===== src/rtl/output_port_transmitter.sv =====
`default_nettype none
// ============================================================================
// Module      : output_port_transmitter
// Description : Drains two router output FIFOs round-robin, one whole packet
//               per grant, onto the Aurora TX AXI4-Stream interface.
// Revision    : 1.0 - initial release
// ============================================================================
module output_port_transmitter #(
   parameter int AURORA_DATA_WIDTH = 256,
   parameter int NUMBER_PACKET     = 5,
   parameter int CNT_WIDTH         = 16
) (
   input  logic                         clk,
   input  logic                         rst_n,
   input  logic                         empty_output_port_0,
   output logic                         rd_output_port_0,
   input  logic [AURORA_DATA_WIDTH-1:0] data_output_port_0,
   input  logic                         empty_output_port_1,
   output logic                         rd_output_port_1,
   input  logic [AURORA_DATA_WIDTH-1:0] data_output_port_1,
   input  logic                         tx_channel_up,
   output logic [AURORA_DATA_WIDTH-1:0] m_axi_tx_tdata,
   output logic                         m_axi_tx_tvalid,
   output logic                         m_axi_tx_tlast,
   input  logic                         m_axi_tx_tready,
   output logic                         active_port,
   output logic                         busy,
   output logic [CNT_WIDTH-1:0]         pkt_count_0,
   output logic [CNT_WIDTH-1:0]         pkt_count_1
);

   localparam int                  c_BEAT_W    = $clog2(NUMBER_PACKET);
   localparam logic [c_BEAT_W-1:0] c_LAST_BEAT = c_BEAT_W'(NUMBER_PACKET - 1);

   typedef enum logic [2:0] {
      S_IDLE  = 3'd0,
      S_FETCH = 3'd1,
      S_LOAD  = 3'd2,
      S_SEND  = 3'd3,
      S_WAIT  = 3'd4
   } state_t;

   state_t                         r_state;
   state_t                         w_next_state;
   logic                           r_active_port;
   logic                           r_rr_ptr;
   logic                           r_busy;
   logic [c_BEAT_W-1:0]            r_beat_cnt;
   logic [AURORA_DATA_WIDTH-1:0]   r_tdata;
   logic                           r_tvalid;
   logic [CNT_WIDTH-1:0]           r_pkt_count_0;
   logic [CNT_WIDTH-1:0]           r_pkt_count_1;

   logic                           w_start;
   logic                           w_start_port;
   logic                           w_locked_empty;
   logic                           w_last_beat;
   logic                           w_handshake;

   assign w_locked_empty = r_active_port ? empty_output_port_1 : empty_output_port_0;
   assign w_last_beat    = (r_beat_cnt == c_LAST_BEAT);
   assign w_handshake    = (r_state == S_SEND) && r_tvalid && m_axi_tx_tready;

   always_comb begin
      w_next_state = r_state;
      w_start      = 1'b0;
      w_start_port = r_rr_ptr;
      case (r_state)
         S_IDLE: begin
            if (tx_channel_up && (!empty_output_port_0 || !empty_output_port_1)) begin
               w_start      = 1'b1;
               // With only one port ready, an empty port 0 means port 1 wins
               w_start_port = (!empty_output_port_0 && !empty_output_port_1) ?
                              r_rr_ptr : empty_output_port_0;
               w_next_state = S_FETCH;
            end
         end
         S_FETCH: w_next_state = S_LOAD;
         S_LOAD:  w_next_state = S_SEND;
         S_SEND: begin
            if (w_handshake) begin
               if (w_last_beat)
                  w_next_state = S_IDLE;
               else if (w_locked_empty)
                  w_next_state = S_WAIT;
               else
                  w_next_state = S_FETCH;
            end
         end
         S_WAIT: begin
            if (!w_locked_empty)
               w_next_state = S_FETCH;
         end
         default: w_next_state = S_IDLE;
      endcase
   end

   always_ff @(posedge clk or negedge rst_n) begin
      if (!rst_n) begin
         r_state       <= S_IDLE;
         r_busy        <= 1'b0;
         r_active_port <= 1'b0;
         r_rr_ptr      <= 1'b0;
         r_beat_cnt    <= '0;
         r_tdata       <= '0;
         r_tvalid      <= 1'b0;
         r_pkt_count_0 <= '0;
         r_pkt_count_1 <= '0;
      end else begin
         r_state <= w_next_state;
         r_busy  <= (w_next_state != S_IDLE);
         if (w_start) begin
            r_active_port <= w_start_port;
            r_beat_cnt    <= '0;
         end
         if (r_state == S_LOAD) begin
            r_tdata  <= r_active_port ? data_output_port_1 : data_output_port_0;
            r_tvalid <= 1'b1;
         end
         if (w_handshake) begin
            r_tvalid <= 1'b0;
            if (w_last_beat) begin
               r_rr_ptr <= ~r_active_port;
               if (r_active_port)
                  r_pkt_count_1 <= r_pkt_count_1 + 1'b1;
               else
                  r_pkt_count_0 <= r_pkt_count_0 + 1'b1;
            end else begin
               r_beat_cnt <= r_beat_cnt + 1'b1;
            end
         end
      end
   end

   assign rd_output_port_0 = (r_state == S_FETCH) && !r_active_port;
   assign rd_output_port_1 = (r_state == S_FETCH) &&  r_active_port;
   assign m_axi_tx_tlast   = (r_state == S_SEND) && w_last_beat;
   assign m_axi_tx_tdata   = r_tdata;
   assign m_axi_tx_tvalid  = r_tvalid;
   assign active_port      = r_active_port;
   assign busy             = r_busy;
   assign pkt_count_0      = r_pkt_count_0;
   assign pkt_count_1      = r_pkt_count_1;

endmodule
`default_nettype wire


===== config.mk =====
export PLATFORM = sky130hd
export DESIGN_NAME = output_port_transmitter
export DESIGN_NICKNAME = d
export VERILOG_FILES = /design/src/rtl/output_port_transmitter.sv
export SDC_FILE = /design/constraint.sdc
export NUM_CORES = 1
export LEC_CHECK = 0
export ABC_AREA = 0
export BUFFER_PORTS_ARGS = -buffer_cell sky130_fd_sc_hd__buf_2
export CORE_AREA = 3 3 319 321
export DETAILED_ROUTE_END_ITERATION = 10
export DIE_AREA = 0 0 322 324
export MAX_ROUTING_LAYER = met4
export PLACE_DENSITY = 0.41
export SKIP_CTS_REPAIR_TIMING = 1
export SLEW_MARGIN = 20
export SYNTH_ARGS = -nofsm -noshare
export SYNTH_HDL_FRONTEND = slang
export SYNTH_SLANG_ARGS = --single-unit

===== constraint.sdc =====
create_clock -name clk -period 1.6 [get_ports clk]
set_clock_uncertainty 0.1 [all_clocks]
set_input_delay 0.24 -clock clk [delete_from_list [all_inputs] [get_ports clk]]
set_output_delay 0.24 -clock clk [all_outputs]
set_load 0.02 [all_outputs]

==> results.yml, run 1 <==
setup_path:
  start_kind: "flop"
  endpoint_kind: "primary output"
  rrSetupSlack_ps: -230
  worstPathRequired_ps: 1260
  cp.arrival_ps: 1590
  cp_max_fo: 3
  worst-setup-path-type: "flop to primary output"
timing:
  finalHoldViolations: 1
  timing.fmax_ghz: 0.519
  period_needed_ps: 1930
  period_share_pct: 120
  setup_viol: 205
  slew_headroom_pct: 66.0
  fin_ws_ps: -327
  whs_ps: -1.17
  slew_viol_final: 0
  rsz0062_at_grt: "true"
  worst_pin_slew_ps: 505
power:
  powerDensity_mw_per_mm2: 1780
  pwr-share-comb_pct: 59.5
  swShare_pct: 42.1
  seqPwrFrac_pct: 23.9
  p_total_mw: 54.0
  power.switching_mw: 22.8
  power_frac_clock_pct: 16.6
  vdd_drop_max_mv: 0.816
  power.internal_mw: 31.2
  leakage_nw: 14.2
status:
  status: "finished, violations left"
  violations: "hold timing, setup timing"
job:
  maxCapViolCount: 0
detailed_routing:
  drcViolationCount: 0
  vias: 15600
  finalWirelength_um: 76900
  first_pass_iters: 4
  drtIter0Drc: 713
  wl_met2_um: 39600
  topRoutingLayerUsed: "met4"
  ant_nets: 0
  vias_per_cell: 3.78
  wl_met3_um: 3730
  wl_per_cell_um: 18.6
  drt-met1-wl_um: 30800
synthesis:
  ys_seq_elements: 298
  syn_inst: 1292
  yosysWarnings: 0
  yosysUniqueCellTypes: 36
  synth_seq_area_share_pct: 54.5
  syn_avg_cell_area_um2: 10.6
  netlist_area_mm2: 0.0137
  syn_nets: 1814
global_routing:
  track_usage_pct: 11.6
  grt_pass1_vias: 12700
  grt_max_degree: 60
  grt_overflow_total: 0
  grt_pass1_wl_um: 85900
  antenna_found_initial: 0
floorplan:
  die-width_um: 322
  start_util_pct: 13.7
  rows: 116
  fp.coreArea_mm2: 0.0996
  dieArea_mm2: 0.104
  ios: 812
  fp.dieH_um: 324
cells_and_area:
  drive_gt1_share_pct: 48.3
  area_growth_pct: 121
  layout_commonest_cell: "buf_2"
  final_cell_mix: "buf_2, dlygate4sd3_1, dfrtp_1"
  utilization_pct: 30.4
  nets: 3326
clock_network:
  cts.sinks: 298
  cts_tree: "yes"
  clk_latency_ps: 540
  cts_made_buffers: 38
  ctsLongestPathBuffers: 3
  clockRootBuffer: "clkbuf_16"
  h-tree-depth: 2
  clk_pin_slew_ps: 60
place:
  port_buffers: 811
  gp_congestion: 0.786
  dp_hpwl_um: 52500
  place_ws_ps: -209
worst_hold_path:
  min_path_type: "input pin to flop"
flip-flops by register name (all words and copies together) (netlist names):
name / cells
r_beat_cnt: 3
r_state: 3
m_axi_tx_tvalid: 1
r_rr_ptr: 1
pkt_count_0: 16
active_port: 1
pkt_count_1: 16
m_axi_tx_tdata: 256
busy: 1
metrics by stage:
stage               setup TNS, ps  cells  hold slack [ps]  cell area (µm²)
detailed placement          -4720   3496              100            20600
global placement            -3570   3496             99.0            20600
CTS                         -8980   3561             -522            21900
floorplan                   -5420   1292             -156            13800
finish                     -18700   4128            -1.17            30300
global route               -32340   4127            -3.78            30300
cell type report:
type | count | area, µm²
tap | 1298 | 1620
fill | 10200 | 69300
multi-input combinational | 903 | 7560
inverter | 4 | 15.0
sequential | 298 | 7470
clock buffer | 56 | 1160
antenna | 1 | 2.50
timing repair buffer | 1559 | 12300
clock inverter | 9 | 124
cell families after synthesis:
family                   synth area share (%)
XOR/XNOR                                 1.92
AO/OA/AOI/OAI                            9.83
multiplexers                             19.3
buffers and inverters                    3.44
AND/OR/NAND/NOR                          10.7
adder cells (fa/ha/maj)                 0.366
flip-flops                               54.5
synth_stat cells (all sizes together):
master   number  area share [%]
o211ai        1           0.055
and3          3            0.14
inv           4            0.11
nor2         12            0.33
buf          61             2.5
nor3          5            0.22
o21a          1           0.055
nand2       280             7.7
clkbuf       27            0.81
or2           1           0.046
and2          1           0.046
nand4         8            0.48
nand3b        2            0.11
o2111ai       1           0.064
dfrtp       298              54
and4          3            0.19
xor2          7            0.45
o21ai       260             9.5
nor4          5            0.67
nor3b         1           0.055
nand2b        2           0.091
or3           1           0.082
nand3        12            0.44
mux2          3            0.25
xnor2        23             1.5
a21oi         4            0.15
mux2i       260              19
ha            4            0.37
nand4b        2            0.13
critical path, stage by stage, from the launching register on:
cell      delay (ps)
dfrtp_1          380
nand3b_1         170
buf_6            130
buf_6            110
nor2_4           110
buf_6            140
worst paths after layout:
kind / endpoint / start / depth (start not counted)
worst max-delay path: m_axi_tx_tlast / r_state[2] / 5
max in group asynchronous: m_axi_tx_tdata[246] / rst_n / 3
min in group asynchronous: m_axi_tx_tdata[144] / rst_n / 2
worst max register to register: pkt_count_0[15] / r_beat_cnt[1] / 9
worst min register to register: pkt_count_0[15] / pkt_count_0[15] / 1
worst min-delay path: m_axi_tx_tdata[149] / data_output_port_1[149] / 4
layer usage:
layer	vias to the layer above	track usage (%)
li1	7521	-
met1	7353	13.8
met2	563	19.9
met3	166	1.98
met4	0	3.65
met5	-	-
power by group through the flow:
stage          sequential [mW]  combinational, mW  clock, mW
2_1_floorplan             16.8               8.79          0
3_3_place_gp              12.9               23.3          0
3_5_place_dp              13.0               23.4          0
4_1_cts                   12.9               23.4       9.34
5_1_grt                   13.3               34.4       9.62
6_report                  12.9               32.2       8.96
No activity file was read; power rests on OpenSTA's default activity.
==> run 2, diff against run 1 <==
- RECOVER_POWER: not set -> 100
==> run 2 against run 1 <==
Effect of this change:
- the run still ends with hold timing, setup timing left
- die area unchanged
- global-route usage unchanged
- fmax unchanged
- non-clock buffer count unchanged
- core utilization decreased by 0.054 points
- critical endpoint unchanged
==> results.yml, run 2 (synthesis results as in run 1) <==
cells_and_area:
  nets: 3326
  ff_latch_area_mm2: 0.00747
  drive_gt1_share_pct: 48.3
  fillers: 10200
  largest_reg_flops: 256
  area_growth_pct: 121
  multiInputGateArea_mm2: 0.00756
  layout_commonest_cell: "buf_2"
  final_cell_mix: "buf_2, dlygate4sd3_1, dfrtp_1"
  instances_no_fill: 4128
status:
  violations: "hold timing, setup timing"
  status: "finished, violations left"
floorplan:
  die-width_um: 322
  fp.dieH_um: 324
  dieArea_mm2: 0.104
  fp.coreArea_mm2: 0.0996
  ios: 812
  rows: 116
  start_util_pct: 13.7
detailed_routing:
  drtIter0Drc: 721
  vias_per_cell: 3.77
  ant_nets: 0
  finalWirelength_um: 76800
  wl_per_cell_um: 18.6
  vias: 15600
  drcViolationCount: 0
  first_pass_iters: 4
timing:
  worst_pin_slew_ps: 1180
  period_needed_ps: 1930
  whs_ps: -0.874
  timing.fmax_ghz: 0.519
  finalHoldViolations: 1
  setup_viol: 205
  rsz0062_at_grt: "true"
  fin_ws_ps: -327
  slew_viol_final: 0
  slew_headroom_pct: 21.1
  period_share_pct: 120
setup_path:
  cpMostUsedCell: "buf_6"
  cp.arrival_ps: 1590
  critical_path.top_delay_family: "flip-flops"
  endpoint_kind: "primary output"
  start_kind: "flop"
  worstPathRequired_ps: 1260
  worstPathCellList: "nand3b_1 > buf_6 > buf_6 > nor2_4 > buf_6"
  cp_slowest_cell: "dfrtp_1"
  worst-setup-path-type: "flop to primary output"
  critical_path.max_stage_delay_ps: 380
  cp_max_fo: 3
  worst-path-buf-inv: 3
clock_network:
  cts.sinks: 298
  clockRootBuffer: "clkbuf_16"
  clk_latency_ps: 540
  ctsLongestPathBuffers: 3
  cts_made_buffers: 38
  clk_pin_slew_ps: 60
  h-tree-depth: 2
  cts_tree: "yes"
place:
  port_buffers: 811
  place_ws_ps: -209
  dpl.cell_count: 3496
  dp_hpwl_um: 52500
  gp_congestion: 0.786
global_routing:
  antenna_found_initial: 0
  track_usage_pct: 11.6
  grt_overflow_total: 0
  grt_max_degree: 60
  grt_pass1_wl_um: 85900
  grt_pass1_vias: 12700
power:
  leakage_nw: 14.1
  vdd_drop_max_mv: 0.815
  powerDensity_mw_per_mm2: 1780
job:
  maxCapViolCount: 0
worst_hold_path:
  min_path_type: "input pin to flop"
==> run 2: changes by cell type in the layout (fill, tap and decap cells not counted) <==
cell,previous run,this run
buf_4,125,116
clkbuf_4,5,9
buf_12,39,35
clkbuf_2,0,1
buf_6,78,81
buf_2,783,788
==> run 2: per-layer routing <==
metal  vias to the layer above  wire length [µm]  track usage, %
met5                         -                 0               -
li1                       7521                 -               -
met2                       558             39600            19.9
met4                         0              2800            3.65
met1                      7335             30700            13.8
met3                       164              3710            1.98
==> run 2: worst reg2reg max path, delay by kind of cell (launching register included) <==
| family | cells | cell delay (ps) |
|---|---|---|
| buffers and inverters | 4 | 510 |
| XOR/XNOR | 1 | 160 |
| flip-flops | 1 | 380 |
| AND/OR/NAND/NOR | 3 | 430 |
| adder cells (fa/ha/maj) | 1 | 140 |
==> run 2: metrics by stage <==
step / power (mW) / utilization (%) / setup TNS [ps] / area [µm²]
finish: 54.0 / 30.4 / -18910 / 30200
global route: 57.3 / 30.4 / -34100 / 30200
CTS: 45.7 / 22.0 / -8980 / 21900
detailed placement: 36.4 / 20.7 / -4720 / 20600
global placement: 36.2 / 20.7 / -3570 / 20600
floorplan: 25.6 / - / -5420 / 13800
==> run 2: worst paths after layout <==
path	to	cells after the start	slack [ps]	start
max	m_axi_tx_tlast	5	-330	r_state[2]
min	m_axi_tx_tdata[149]	4	-0.9	data_output_port_1[149]
max reg2reg	pkt_count_0[15]	9	-230	r_beat_cnt[1]
min reg2reg	pkt_count_0[15]	1	370	pkt_count_0[15]
max in group asynchronous	pkt_count_1[0]	3	90	rst_n
min in group asynchronous	m_axi_tx_tdata[144]	2	380	rst_n
==> run 2: power by group <==
part / internal (mW) / leakage, nW / switching (mW) / total (mW)
logic: 14.7 / 9.81 / 17.4 / 32.1
clock network: 5.47 / 0.639 / 3.48 / 8.95
registers: 11.0 / 3.69 / 1.88 / 12.9
total: 31.2 / 14.1 / 22.7 / 54.0
==> run 2: cell type report <==
| type | count | area share (%) |
|---|---|---|
| Antenna cell | 1 | 0.00827 |
| Timing Repair Buffer | 1559 | 40.6 |
| Clock buffer | 56 | 3.83 |
| Multi-Input combinational cell | 903 | 25.0 |
| Tap cell | 1298 | 5.37 |
| Clock inverter | 9 | 0.410 |
| Sequential cell | 298 | 24.7 |
| Inverter | 4 | 0.0496 |
==> run 3, diff against run 2 <==
- SKIP_CTS_REPAIR_TIMING: 1 -> not set
==> run 3 against run 2 <==
Effect of this change:
- the run ends with setup timing left
- critical endpoint unchanged
- register-to-register slack better by 50 ps
- largest cell class unchanged
- critical path type unchanged
- die area stayed put
- global-route usage is 2.5 points higher
- fmax is 0.18% higher
- combinational power hardly changed
- first-iteration DRC count is 1.4% lower
- clock-buffer cell count stayed put
- flip-flop and latch count stayed put
- critical path depth is 1 lower
- cell count is 0.15% lower
- clock power hardly changed
- core utilization is 0.24 points higher
==> results.yml, run 3 (synthesis results as in run 1) <==
global_routing:
  grt_pass1_vias: 16700
  grtUsageMet2_pct: 23.3
  gr-usage-met3_pct: 3.44
  grt_pass1_wl_um: 106000
  track_usage_pct: 14.1
  antenna_found_initial: 2
  top_usage_layer: "met2"
  grt_overflow_total: 0
  grtUsageMet1_pct: 15.8
  grt_max_degree: 60
power:
  seqPwrFrac_pct: 23.9
  leakage_nw: 14.0
  vdd_drop_max_mv: 0.691
  swShare_pct: 42.5
  power.switching_mw: 23.1
  powerDensity_mw_per_mm2: 1780
  power.internal_mw: 31.2
  pwr-share-comb_pct: 59.6
  power_frac_clock_pct: 16.5
setup_path:
  reg2reg_to: "m_axi_tx_tdata[99]"
  critical_path.startpoint: "r_state[2]"
  endpoint_kind: "primary output"
  worst-path-buf-inv: 2
  reg2reg_from: "active_port"
  cp.arrival_ps: 1580
  worstPathCellList: "nand3b_1 > clkbuf_1 > nor2_4 > buf_6"
  worstPathRequired_ps: 1260
  cp_slowest_cell: "dfrtp_1"
  start_kind: "flop"
  worst-setup-path-type: "flop to primary output"
  cp_max_fo: 3
  cp.depth: 4
  rrSetupSlack_ps: -180
  critical_path.max_stage_delay_ps: 390
  critical_path.top_delay_family: "flip-flops"
  crit_end: "m_axi_tx_tlast"
  reg2reg_depth: 8
timing:
  worst_pin_slew_ps: 1200
  finalHoldViolations: 0
  setup_viol: 188
  slew_headroom_pct: 20.1
  period_share_pct: 120
  slew_viol_final: 0
  period_needed_ps: 1920
  timing.fmax_ghz: 0.520
  rsz0062_at_grt: "true"
  fin_ws_ps: -323
clock_network:
  clk_pin_slew_ps: 50
  cts_made_buffers: 38
  h-tree-depth: 2
  clk_latency_ps: 540
  cts_tree: "yes"
  cts.sinks: 298
  ctsLongestPathBuffers: 3
  clockRootBuffer: "clkbuf_16"
floorplan:
  fp.dieH_um: 324
  die-width_um: 322
  fp.coreArea_mm2: 0.0996
  ios: 812
  rows: 116
  start_util_pct: 13.7
  dieArea_mm2: 0.104
place:
  dpl.cell_count: 3496
  dp_hpwl_um: 52500
  post_dp_cell_area_mm2: 0.0206
  gp_congestion: 0.786
  port_buffers: 811
cells_and_area:
  largest_reg_flops: 256
  utilization_pct: 30.6
  instances_no_fill: 4122
  final_cell_mix: "buf_2, dlygate4sd3_1, dfrtp_1"
  drive_gt1_share_pct: 46.8
  area_growth_pct: 123
  layout_commonest_cell: "buf_2"
  fin_area_mm2: 0.0305
  nets: 3319
worst_hold_path:
  min_delay_path_depth: 4
  worstHoldStart: "data_output_port_1[150]"
  min_path_type: "input pin to flop"
detailed_routing:
  wl_per_cell_um: 18.9
  first_pass_iters: 4
  finalWirelength_um: 77800
  vias: 15800
  drcViolationCount: 0
  drtIter0Drc: 711
  vias_per_cell: 3.83
  ant_nets: 0
status:
  violations: "setup timing"
  status: "finished, violations left"
job:
  maxCapViolCount: 0
-- run 3: how the worst min path moves through the flow --
| stage | to |
|---|---|
| floorplan | active_port |
| global placement | m_axi_tx_tdata[136] |
| detailed placement | m_axi_tx_tdata[144] |
| CTS | m_axi_tx_tdata[150] |
| global route | m_axi_tx_tdata[150] |
| finish | m_axi_tx_tdata[150] |
-- run 3: power by group through the flow --
| stage | Clock (mW) | Sequential, mW | Combinational (mW) |
|---|---|---|---|
| 6_report | 8.97 | 13.0 | 32.4 |
| 3_3_place_gp | 0 | 12.9 | 23.3 |
| 4_1_cts | 9.34 | 12.9 | 29.8 |
| 3_5_place_dp | 0 | 13.0 | 23.4 |
| 5_1_grt | 9.63 | 13.4 | 34.7 |
| 2_1_floorplan | 0 | 16.8 | 8.79 |
-- run 3: worst min-delay path, delay by kind of cell --
family | cells | cell delay [ps]
mux | 1 | 80
compound gates | 1 | 100
buf+inv | 2 | 240
-- run 3: cell type report --
class	instances	area [µm²]
antenna	2	5.00
inverter	4	15.0
clock buffer	56	1160
sequential	298	7470
tap	1298	1620
clock inverter	9	124
fill	10100	69100
multi-input combinational	903	7780
timing repair buffer	1552	12300
-- run 3: routing by layer --
| metal | wire, µm | up-vias |
|---|---|---|
| met1 | 30600 | 7398 |
| met2 | 38600 | 636 |
| met4 | 4100 | 0 |
| met3 | 4420 | 217 |
| li1 | - | 7518 |
| met5 | 0 | - |
-- run 3: stage by stage --
| stage | total power [mW] | hold WS [ps] | TNS [ps] | worst slack, ps |
|---|---|---|---|---|
| final | 54.3 | 52.2 | -12990 | -323 |
| after global routing | 57.7 | 21.2 | -32490 | -414 |
| after CTS | 52.0 | 6.18 | -15400 | -371 |
| after detailed placement | 36.4 | 100 | -4720 | -209 |
| after global placement | 36.2 | 99.0 | -3570 | -195 |
| after floorplan | 25.6 | -156 | -5420 | -106 |
-- run 3: repair_timing --
action	4_1_cts	5_1_grt
hold buffers	511	1
gates resized for setup	478	343
cloned	16	11
endpoints found under the hold margin	555	1
setup buffers	36	14
pin swaps	40	51
endpoints found under the setup margin	134	304
